===== src/rtl/gpio_port.sv =====
// rtl/gpio_port.sv - memory-mapped GPIO port with direction control, atomic output ops and edge interrupts
module gpio_port #(
    parameter int          WIDTH       = 8,
    parameter logic [31:0] ADDR_BASE   = 32'h0000_FF00,
    parameter int          SYNC_STAGES = 2
) (
    input  logic             clk,
    input  logic             reset,
    input  logic [31:0]      address,
    input  logic [31:0]      writedata,
    input  logic             wenable,
    input  logic             renable,
    output logic [31:0]      readdata,
    input  logic [WIDTH-1:0] gpio_in,
    output logic [WIDTH-1:0] gpio_out,
    output logic [WIDTH-1:0] gpio_oe,
    output logic             irq
);
    localparam logic [5:0] OFF_OUT  = 6'h00;
    localparam logic [5:0] OFF_DIR  = 6'h01;
    localparam logic [5:0] OFF_IN   = 6'h02;
    localparam logic [5:0] OFF_SET  = 6'h03;
    localparam logic [5:0] OFF_CLR  = 6'h04;
    localparam logic [5:0] OFF_TGL  = 6'h05;
    localparam logic [5:0] OFF_RISE = 6'h06;
    localparam logic [5:0] OFF_FALL = 6'h07;
    localparam logic [5:0] OFF_PEND = 6'h08;
    localparam logic [2:0] WARM_DONE = 3'(SYNC_STAGES + 1);

    logic [WIDTH-1:0] out_q, dir_q, rise_en_q, fall_en_q, pend_q;
    logic [WIDTH-1:0] sync_chain [SYNC_STAGES];
    logic [WIDTH-1:0] sync_q, prev_q;
    logic [2:0]       warm_cnt;

    logic             hit, wr, rd;
    logic [5:0]       off;
    logic [WIDTH-1:0] wdata, w1c_mask, rise, fall, edge_set, out_next;
    logic [31:0]      rdata;
    logic             unused_bits;

    assign hit   = (address[31:8] == ADDR_BASE[31:8]);
    assign off   = address[7:2];
    assign wr    = wenable && hit;
    assign rd    = renable && hit;
    assign wdata = writedata[WIDTH-1:0];
    assign unused_bits = ^{address[1:0], writedata};

    assign sync_q = sync_chain[SYNC_STAGES-1];
    assign rise   = sync_q & ~prev_q;
    assign fall   = ~sync_q & prev_q;

    // Edges are masked until the synchroniser has flushed its reset zeros, so
    // pins already high at reset do not look like rising edges.
    assign edge_set = (warm_cnt == WARM_DONE) ? ((rise & rise_en_q) | (fall & fall_en_q)) : '0;
    assign w1c_mask = (wr && off == OFF_PEND) ? wdata : '0;

    always_comb begin
        out_next = out_q;
        if (wr) begin
            case (off)
                OFF_OUT: out_next = wdata;
                OFF_SET: out_next = out_q | wdata;
                OFF_CLR: out_next = out_q & ~wdata;
                OFF_TGL: out_next = out_q ^ wdata;
                default: out_next = out_q;
            endcase
        end
    end

    always_comb begin
        rdata = '0;
        case (off)
            OFF_OUT:  rdata[WIDTH-1:0] = out_q;
            OFF_DIR:  rdata[WIDTH-1:0] = dir_q;
            OFF_IN:   rdata[WIDTH-1:0] = sync_q;
            OFF_RISE: rdata[WIDTH-1:0] = rise_en_q;
            OFF_FALL: rdata[WIDTH-1:0] = fall_en_q;
            OFF_PEND: rdata[WIDTH-1:0] = pend_q;
            default:  rdata = '0;
        endcase
    end

    always_ff @(posedge clk) begin
        if (reset) begin
            out_q     <= '0;
            dir_q     <= '0;
            rise_en_q <= '0;
            fall_en_q <= '0;
            pend_q    <= '0;
            prev_q    <= '0;
            warm_cnt  <= '0;
            readdata  <= '0;
            for (int i = 0; i < SYNC_STAGES; i++) sync_chain[i] <= '0;
        end else begin
            sync_chain[0] <= gpio_in;
            for (int i = 1; i < SYNC_STAGES; i++) sync_chain[i] <= sync_chain[i-1];
            prev_q <= sync_q;
            if (warm_cnt != WARM_DONE) warm_cnt <= warm_cnt + 3'd1;

            out_q <= out_next;
            if (wr && off == OFF_DIR)  dir_q     <= wdata;
            if (wr && off == OFF_RISE) rise_en_q <= wdata;
            if (wr && off == OFF_FALL) fall_en_q <= wdata;
            pend_q <= (pend_q & ~w1c_mask) | edge_set;

            readdata <= rd ? rdata : 32'h0;
        end
    end

    assign gpio_out = out_q;
    assign gpio_oe  = dir_q;
    assign irq      = |pend_q;
endmodule


===== config.mk =====
export PLATFORM = sky130hd
export DESIGN_NAME = gpio_port
export DESIGN_NICKNAME = d
export VERILOG_FILES = /design/src/rtl/gpio_port.sv
export SDC_FILE = /design/constraint.sdc
export NUM_CORES = 1
export LEC_CHECK = 0
export CAP_MARGIN = 20
export CORE_ASPECT_RATIO = 1.2
export CORE_MARGIN = 8
export CORE_UTILIZATION = 51
export DETAILED_ROUTE_END_ITERATION = 10
export PLACE_DENSITY = 0.87
export REMOVE_ABC_BUFFERS = 1
export SETUP_SLACK_MARGIN = 0.4
export SLEW_MARGIN = 20
export SYNTH_ARGS = -nofsm -noshare
export SYNTH_HDL_FRONTEND = slang
export SYNTH_SLANG_ARGS = --single-unit

===== constraint.sdc =====
create_clock -name clk -period 5.1 [get_ports clk]
set_input_delay 1.02 -clock clk [delete_from_list [all_inputs] [get_ports clk]]
set_output_delay 1.02 -clock clk [all_outputs]
set_load 0.01 [all_outputs]

==> results of run 1 <==
cell families after synthesis:
group | after synthesis | synth area share
AOI/OAI and AO/OA | 82 | 0.1519
xor gates and xnor gates | 2 | 0.004405
adders and majority gates | 18 | 0.05662
buffers and inverters | 66 | 0.09059
DFF | 75 | 0.3775
muxes | 41 | 0.1057
other | 1 | 0.0009428
and+or+nand+nor | 123 | 0.2123
through the flow:
stage	util	hold WS, ns	std cells
after floorplan	-	0.4138	383
after global placement	0.6125	0.4165	555
after detailed placement	0.6125	0.4247	555
after CTS	0.6452	0.4423	570
after global routing	0.6452	0.4588	570
final	0.6452	0.4348	570
placed cells by master, fill, tap and decap left out, drive strengths merged, types with 7 or more instances in the layout:
cell,Yosys,routed
dfxtp,75,75
clkdlybuf4s50,0,73
mux2i,33,33
nand2b,33,33
nor2b,26,26
conb,1,24
inv,18,18
nand2,18,18
ha,18,18
a21oi,17,17
a22oi,16,16
a311oi,16,16
clkbuf,16,11
nor3,10,10
o2bb2ai,8,8
mux2,8,8
a221oi,8,8
a41oi,8,8
nand3b,8,8
o21ai,8,8
buf,32,7
worst max-delay path by stage:
stage	start	to	slack, ns	cells past startpoint
CTS	address[3]	gpio_out[2]	1.67	4
finish	address[3]	gpio_out[2]	1.53	4
global route	address[3]	gpio_out[2]	1.43	4
floorplan	address[21]	gpio_oe[0]	2.09	4
global placement	address[3]	gpio_out[3]	1.40	4
detailed placement	address[3]	gpio_out[2]	1.31	4
Yosys cell counts, types with 2 or more instances:
cell type	count	area, um2
dfxtp_1	75	1501
mux2i_1	33	330.3
nand2b_1	33	206.5
nor2b_1	26	162.7
buf_4	25	187.7
ha_1	18	225.2
inv_1	18	67.56
nand2_1	18	67.56
a21oi_1	17	85.08
a22oi_1	16	120.1
a311oi_1	16	140.1
clkbuf_1	16	60.06
a221oi_1	8	70.07
a41oi_1	8	70.07
mux2_2	8	90.09
nand3b_1	8	60.06
nor3_1	8	40.04
o21ai_0	8	40.04
o2bb2ai_1	8	70.07
nor2_1	4	15.01
buf_2	3	15.01
and3_1	2	12.51
and4_1	2	17.52
buf_1	2	7.510
buf_6	2	22.52
nand4_4	2	42.54
nor4_1	2	12.51
nor4_2	2	25.02
nor4b_2	2	30.03
or4_1	2	15.01
or4_4	2	22.52
or4b_1	2	20.02
per-layer routing:
| metal | track usage | vias to the layer above |
|---|---|---|
| li1 | - | 1572 |
| met1 | 0.2195 | 1597 |
| met5 | 0 | - |
| met3 | 0.06581 | 49 |
| met2 | 0.3241 | 194 |
| met4 | 0.1305 | 0 |
registers in the layout, summed over array words and instances (netlist names):
register and cells:
rise_en_q 8, gpio_out 8, prev_q 8, fall_en_q 8, warm_cnt 3, gpio_oe 8
readdata 8, pend_q 8, sync_chain 16
layout make-up:
class | instances | area [um2] | share of cell area
multi-input combinational | 290 | 2202 | 0.4480
sequential | 75 | 1501 | 0.3054
timing repair buffer | 80 | 780.7 | 0.1588
clock buffer | 11 | 151.4 | 0.03080
tap | 92 | 115.1 | 0.02342
clock inverter | 4 | 97.59 | 0.01985
inverter | 18 | 67.56 | 0.01374
critical path: cells and delay by family:
| family | cells | cell delay, ns |
|---|---|---|
| buffers and inverters | 1 | 0.81 |
| and+or+nand+nor | 1 | 0.79 |
| xor gates and xnor gates | 1 | 0.89 |
| AOI/OAI and AO/OA | 1 | 0.22 |
power groups by stage:
stage	sequential (mW)	clock, mW	combinational, mW
floorplan	0.616	0	0.0620
global placement	0.617	0	0.129
detailed placement	0.618	0	0.133
CTS	0.604	0.575	0.135
global route	0.606	0.596	0.149
finish	0.605	0.564	0.136
==> flow_summary_export.csv, run 1 <==
group,metric,value,unit
status,outcome,"completed",
clock_network,cts_resized,0,
worst_hold_path,worstHoldEndpoint,"sync_chain[0][10]",
clock_network,clock-root-buffer,"clkbuf_8",
worst_setup_path,slowest_stage,"xnor2_1",
synthesis,syn_area,3978,um2
timing,setup_ws,1.531,ns
power_and_ir_drop,seq_power_share,0.463,
synthesis,yosysWarnings,0,
clock_network,clk_path_buf_depth,2,
timing,final.setup.tns,0,ns
synthesis,synth_enable_flop_cells,0,
clock_network,htreeDepth,3,
routing,wire_per_inst,19.01,um
synthesis,synthDistinctLibCells,44,
routing,routed_wl,10840,um
routing,met2WireLength,5094,um
final_layout,drive_above_1_share,0.09205,
worst_setup_path,path_class,"primary input to flop",
worst_hold_path,hp-start,"sync_chain[0][2]",
timing,finalSetupViolCount,0,
synthesis,ys_seq_area_frac,0.3775,
floorplan,rows,35,
power_and_ir_drop,power_density,265.4,nW/um2
run,cap_violations,0,
final_layout,stdcell_area,4916,um2
timing,fin_crit_sh,0.6997,
routing,route.detailed.drc,0,
clock_network,cts.sinks,75,
routing,via_count,3412,
timing,drv_slew,0,
power_and_ir_drop,ir_drop,0.1586,mV
routing,maxUsedRoutingLayer,"met4",
placement,routabilityCongestion,0.8545,
timing,hold_viol_final,0,
placement,pre_cts_slack,1.310,ns
clock_network,cts_buffers,9,
power_and_ir_drop,p_total,1.304,mW
routing,drt_iter0_drc,305,
global_routing,globalRouteOverflowTotal,0,
final_layout,fin_nets,568,
global_routing,grt_pass1_vias,3579,
timing,skew,0.01311,ns
global_routing,grt_max_degree,42,
floorplan,dieArea,10890,um2
final_layout,area_growth,23.59,%
worst_hold_path,worstHoldPathCells,1,
worst_setup_path,worst_setup_path_end_kind,"flop",
clock_network,clk_pin_slew,0.08,ns
worst_setup_path,reg2reg_depth,4,
final_layout,diodes,0,
worst_setup_path,crit-reg2reg-launch,"warm_cnt[0]",
timing,rsz0062_at_grt,"false",
floorplan,io_pins,125,
worst_setup_path,path_max_fanout,15,
synthesis,synth_area_per_cell,9.749,um2
routing,met1Wirelength,4319,um
power_and_ir_drop,p_int,1.012,mW
synthesis,syn_inst,408,
timing,fin_crit,3.569,ns
global_routing,antenna_found_initial,0,
clock_network,cts_tree,"yes",
placement,dp_hpwl,7551,um
worst_setup_path,cpPeakStageDelay,0.89,ns
routing,dr.pass1.iters,4,
placement,io_buffers,74,
power_and_ir_drop,switching_share,0.2241,
clock_network,cts_setup_buffers,0,
worst_setup_path,cp_cell_sequence,"clkdlybuf4s50_1 > xnor2_1 > nor4b_2 > a311oi_1",
floorplan,die_x,96.62,um
worst_hold_path,hp-class,"flop to flop",
global_routing,grt_pass1_wl,17750,um
power_and_ir_drop,p_leak,1.864,nW
worst_setup_path,worstPathArrival,3.74,ns
clock_network,cts_hold_buf,0,
power_and_ir_drop,clkPwrFrac,0.432,
placement,dpl_cell_area,4667,um2
global_routing,grt_usage,0.1997,
power_and_ir_drop,p_sw,0.2923,mW
worst_setup_path,r2r-end,"pend_q[7]",
floorplan,start_util,0.5220,
floorplan,core-area,7620,um2
timing,worst_pin_slew,0.8748,ns
synthesis,synth-main-ff-cell,"dfxtp_1",
floorplan,dieHeight,112.7,um
routing,drt-vias-per-instance,5.986,
final_layout,n_fill_cell,599,
routing,drtAntennaViolNets,0,
power_and_ir_drop,p_comb_frac,0.104,
synthesis,ys_ff_latch,75,
routing,route.met3.wl,856,um
synthesis,synthArstFlopShare,0,
worst_setup_path,cp.required,5.27,ns
clock_network,clkLatencyLatePin,0.35,ns
timing,max_freq,280.2,MHz
worst_setup_path,r2r_slack,3.33,ns
timing,slew_headroom,0.4156,
worst_setup_path,startpoint_type,"primary input",
(Power assumes the default switching activity.)
==> run 2, diff against run 1 <==
--- a/config.mk
+++ b/config.mk
@@ -8,9 +8,9 @@
 export CAP_MARGIN = 20
 export CORE_ASPECT_RATIO = 1.2
 export CORE_MARGIN = 8
-export CORE_UTILIZATION = 51
+export CORE_UTILIZATION = 42
 export DETAILED_ROUTE_END_ITERATION = 10
-export PLACE_DENSITY = 0.87
+export PLACE_DENSITY = 0.76
 export REMOVE_ABC_BUFFERS = 1
 export SETUP_SLACK_MARGIN = 0.4
 export SLEW_MARGIN = 20
==> constraint.sdc (replaced) <==
create_clock -name clk -period 2.9 [get_ports clk]
set_input_delay 0.58 -clock clk [delete_from_list [all_inputs] [get_ports clk]]
set_output_delay 0.58 -clock clk [all_outputs]
set_load 0.01 [all_outputs]
==> run 2 against run 1 <==
Effect of this change:
- global-route usage is 3.2 points lower
- highest routed layer unchanged
- critical endpoint is now pend_q[6]
- design area is 4.4% higher
- first-iteration DRC count is 30% lower
==> flow_summary_export.csv, run 2 (synthesis results as in run 1) <==
group,metric,value,unit
status,outcome,"completed",
final_layout,mostFrequentLayoutCell,"dfxtp_1",
placement,pre_cts_slack,0.1161,ns
timing,finalSetupViolCount,0,
timing,rsz0062_at_grt,"false",
clock_network,cts_setup_buffers,0,
floorplan,start_util,0.4245,
power_and_ir_drop,p_int,1.861,mW
routing,dr.pass1.iters,4,
timing,slew_headroom,0.5062,
floorplan,dieArea,12850,um2
worst_setup_path,path_max_fanout,14,
timing,final.setup.tns,0,ns
global_routing,grt_pass1_vias,3462,
clock_network,clkLatencyLatePin,0.34,ns
clock_network,cts_resized,0,
timing,setup_ws,0.4673,ns
power_and_ir_drop,p_leak,1.965,nW
routing,route.detailed.drc,0,
power_and_ir_drop,p_sw,0.5490,mW
floorplan,core-area,9369,um2
clock_network,cts_tree,"yes",
power_and_ir_drop,seq_power_share,0.442,
global_routing,grt_pass1_wl,17160,um
final_layout,diodes,0,
floorplan,dieHeight,122.6,um
final_layout,area_growth,29.00,%
power_and_ir_drop,p_comb_frac,0.103,
routing,via_count,3315,
floorplan,rows,39,
routing,wire_per_inst,17.33,um
routing,drtAntennaViolNets,0,
timing,hold_viol_final,0,
timing,max_freq,411.1,MHz
worst_setup_path,worstPathArrival,2.62,ns
global_routing,globalRouteOverflowTotal,0,
placement,dp_hpwl,7826,um
clock_network,clk_pin_slew,0.06,ns
final_layout,n_fill_cell,833,
routing,drt-vias-per-instance,5.381,
floorplan,die_x,104.8,um
timing,skew,0.006395,ns
timing,drv_slew,0,
worst_setup_path,path_class,"primary input to flop",
worst_setup_path,cp.required,3.09,ns
clock_network,cts_hold_buf,0,
worst_setup_path,startpoint_type,"primary input",
global_routing,grt_max_degree,35,
final_layout,largest_register_ffs,16,
floorplan,io_pins,125,
timing,fin_crit,2.433,ns
timing,fin_crit_sh,0.8389,
placement,io_buffers,74,
clock_network,cts.sinks,75,
global_routing,grt_usage,0.1673,
worst_setup_path,worst_setup_path_end_kind,"flop",
routing,drt_iter0_drc,213,
final_layout,fin_nets,582,
power_and_ir_drop,power_density,469.6,nW/um2
timing,worst_pin_slew,0.7354,ns
clock_network,cts_buffers,9,
final_layout,regMostFlops,"sync_chain",
power_and_ir_drop,switching_share,0.2278,
placement,routabilityCongestion,0.8394,
run,cap_violations,0,
routing,routed_wl,10680,um
clock_network,htreeDepth,3,
power_and_ir_drop,ir_drop,0.3072,mV
worst_hold_path,hp-class,"flop to flop",
power_and_ir_drop,clkPwrFrac,0.455,
clock_network,clk_path_buf_depth,2,
global_routing,antenna_found_initial,0,
final_layout,drive_above_1_share,0.1176,
clock_network,clock-root-buffer,"clkbuf_16",
final_layout,layout.cells.most_common_list,"75 x dfxtp_1, 73 x clkdlybuf4s50_1, 33 x mux2i_1, 33 x nand2b_1, 26 x nor2b_1",
[run 2: layer usage]
metal / GRT usage / wire, um / vias up
li1: - / - / 1591
met1: 0.1887 / 4543 / 1568
met2: 0.2791 / 5103 / 140
met3: 0.05462 / 793 / 16
met4: 0.08579 / 235 / 0
met5: 0 / 0 / -
[run 2: per-stage QoR]
| stage | hold WS, ns | power, mW | std cells | area (um2) | utilization |
|---|---|---|---|---|---|
| floorplan | 0.4138 | 1.192 | 383 | 3771 | - |
| global placement | 0.4179 | 1.324 | 600 | 4836 | 0.5162 |
| detailed placement | 0.4231 | 1.333 | 600 | 4836 | 0.5162 |
| CTS | 0.4360 | 2.433 | 616 | 5131 | 0.5477 |
| global route | 0.4561 | 2.506 | 616 | 5131 | 0.5477 |
| finish | 0.4338 | 2.410 | 616 | 5131 | 0.5477 |
[run 2: path summary, 6_finish.rpt]
path,startpoint,cells past startpoint,slack (ns),endpoint
max reg2reg,warm_cnt[0],4,1.22,pend_q[6]
min reg2reg,sync_chain[0][4],1,0.43,sync_chain[0][12]
min,sync_chain[0][4],1,0.43,sync_chain[0][12]
max,address[21],6,0.47,pend_q[6]
[run 2: cell type report]
class	instances	area, um2	area share
clock buffer	11	242.7	0.04731
clock inverter	5	52.55	0.01024
inverter	18	67.56	0.01317
multi-input combinational	290	2202	0.4292
sequential	75	1501	0.2926
tap	123	153.9	0.02999
timing repair buffer	94	910.9	0.1775
[run 2: power groups by stage]
stage / clock [mW] / combinational [mW] / sequential (mW)
6_report: 1.10 / 0.249 / 1.06
5_1_grt: 1.17 / 0.271 / 1.07
4_1_cts: 1.12 / 0.248 / 1.06
3_5_place_dp: 0 / 0.246 / 1.09
3_3_place_gp: 0 / 0.239 / 1.09
2_1_floorplan: 0 / 0.109 / 1.08
[run 2: worst max-delay path, cell delays in order]
cell             delay (ns)
clkdlybuf4s50_1        0.40
or4_4                  0.55
nor4_4                 0.34
buf_12                 0.19
and4_1                 0.40
a311oi_1               0.16
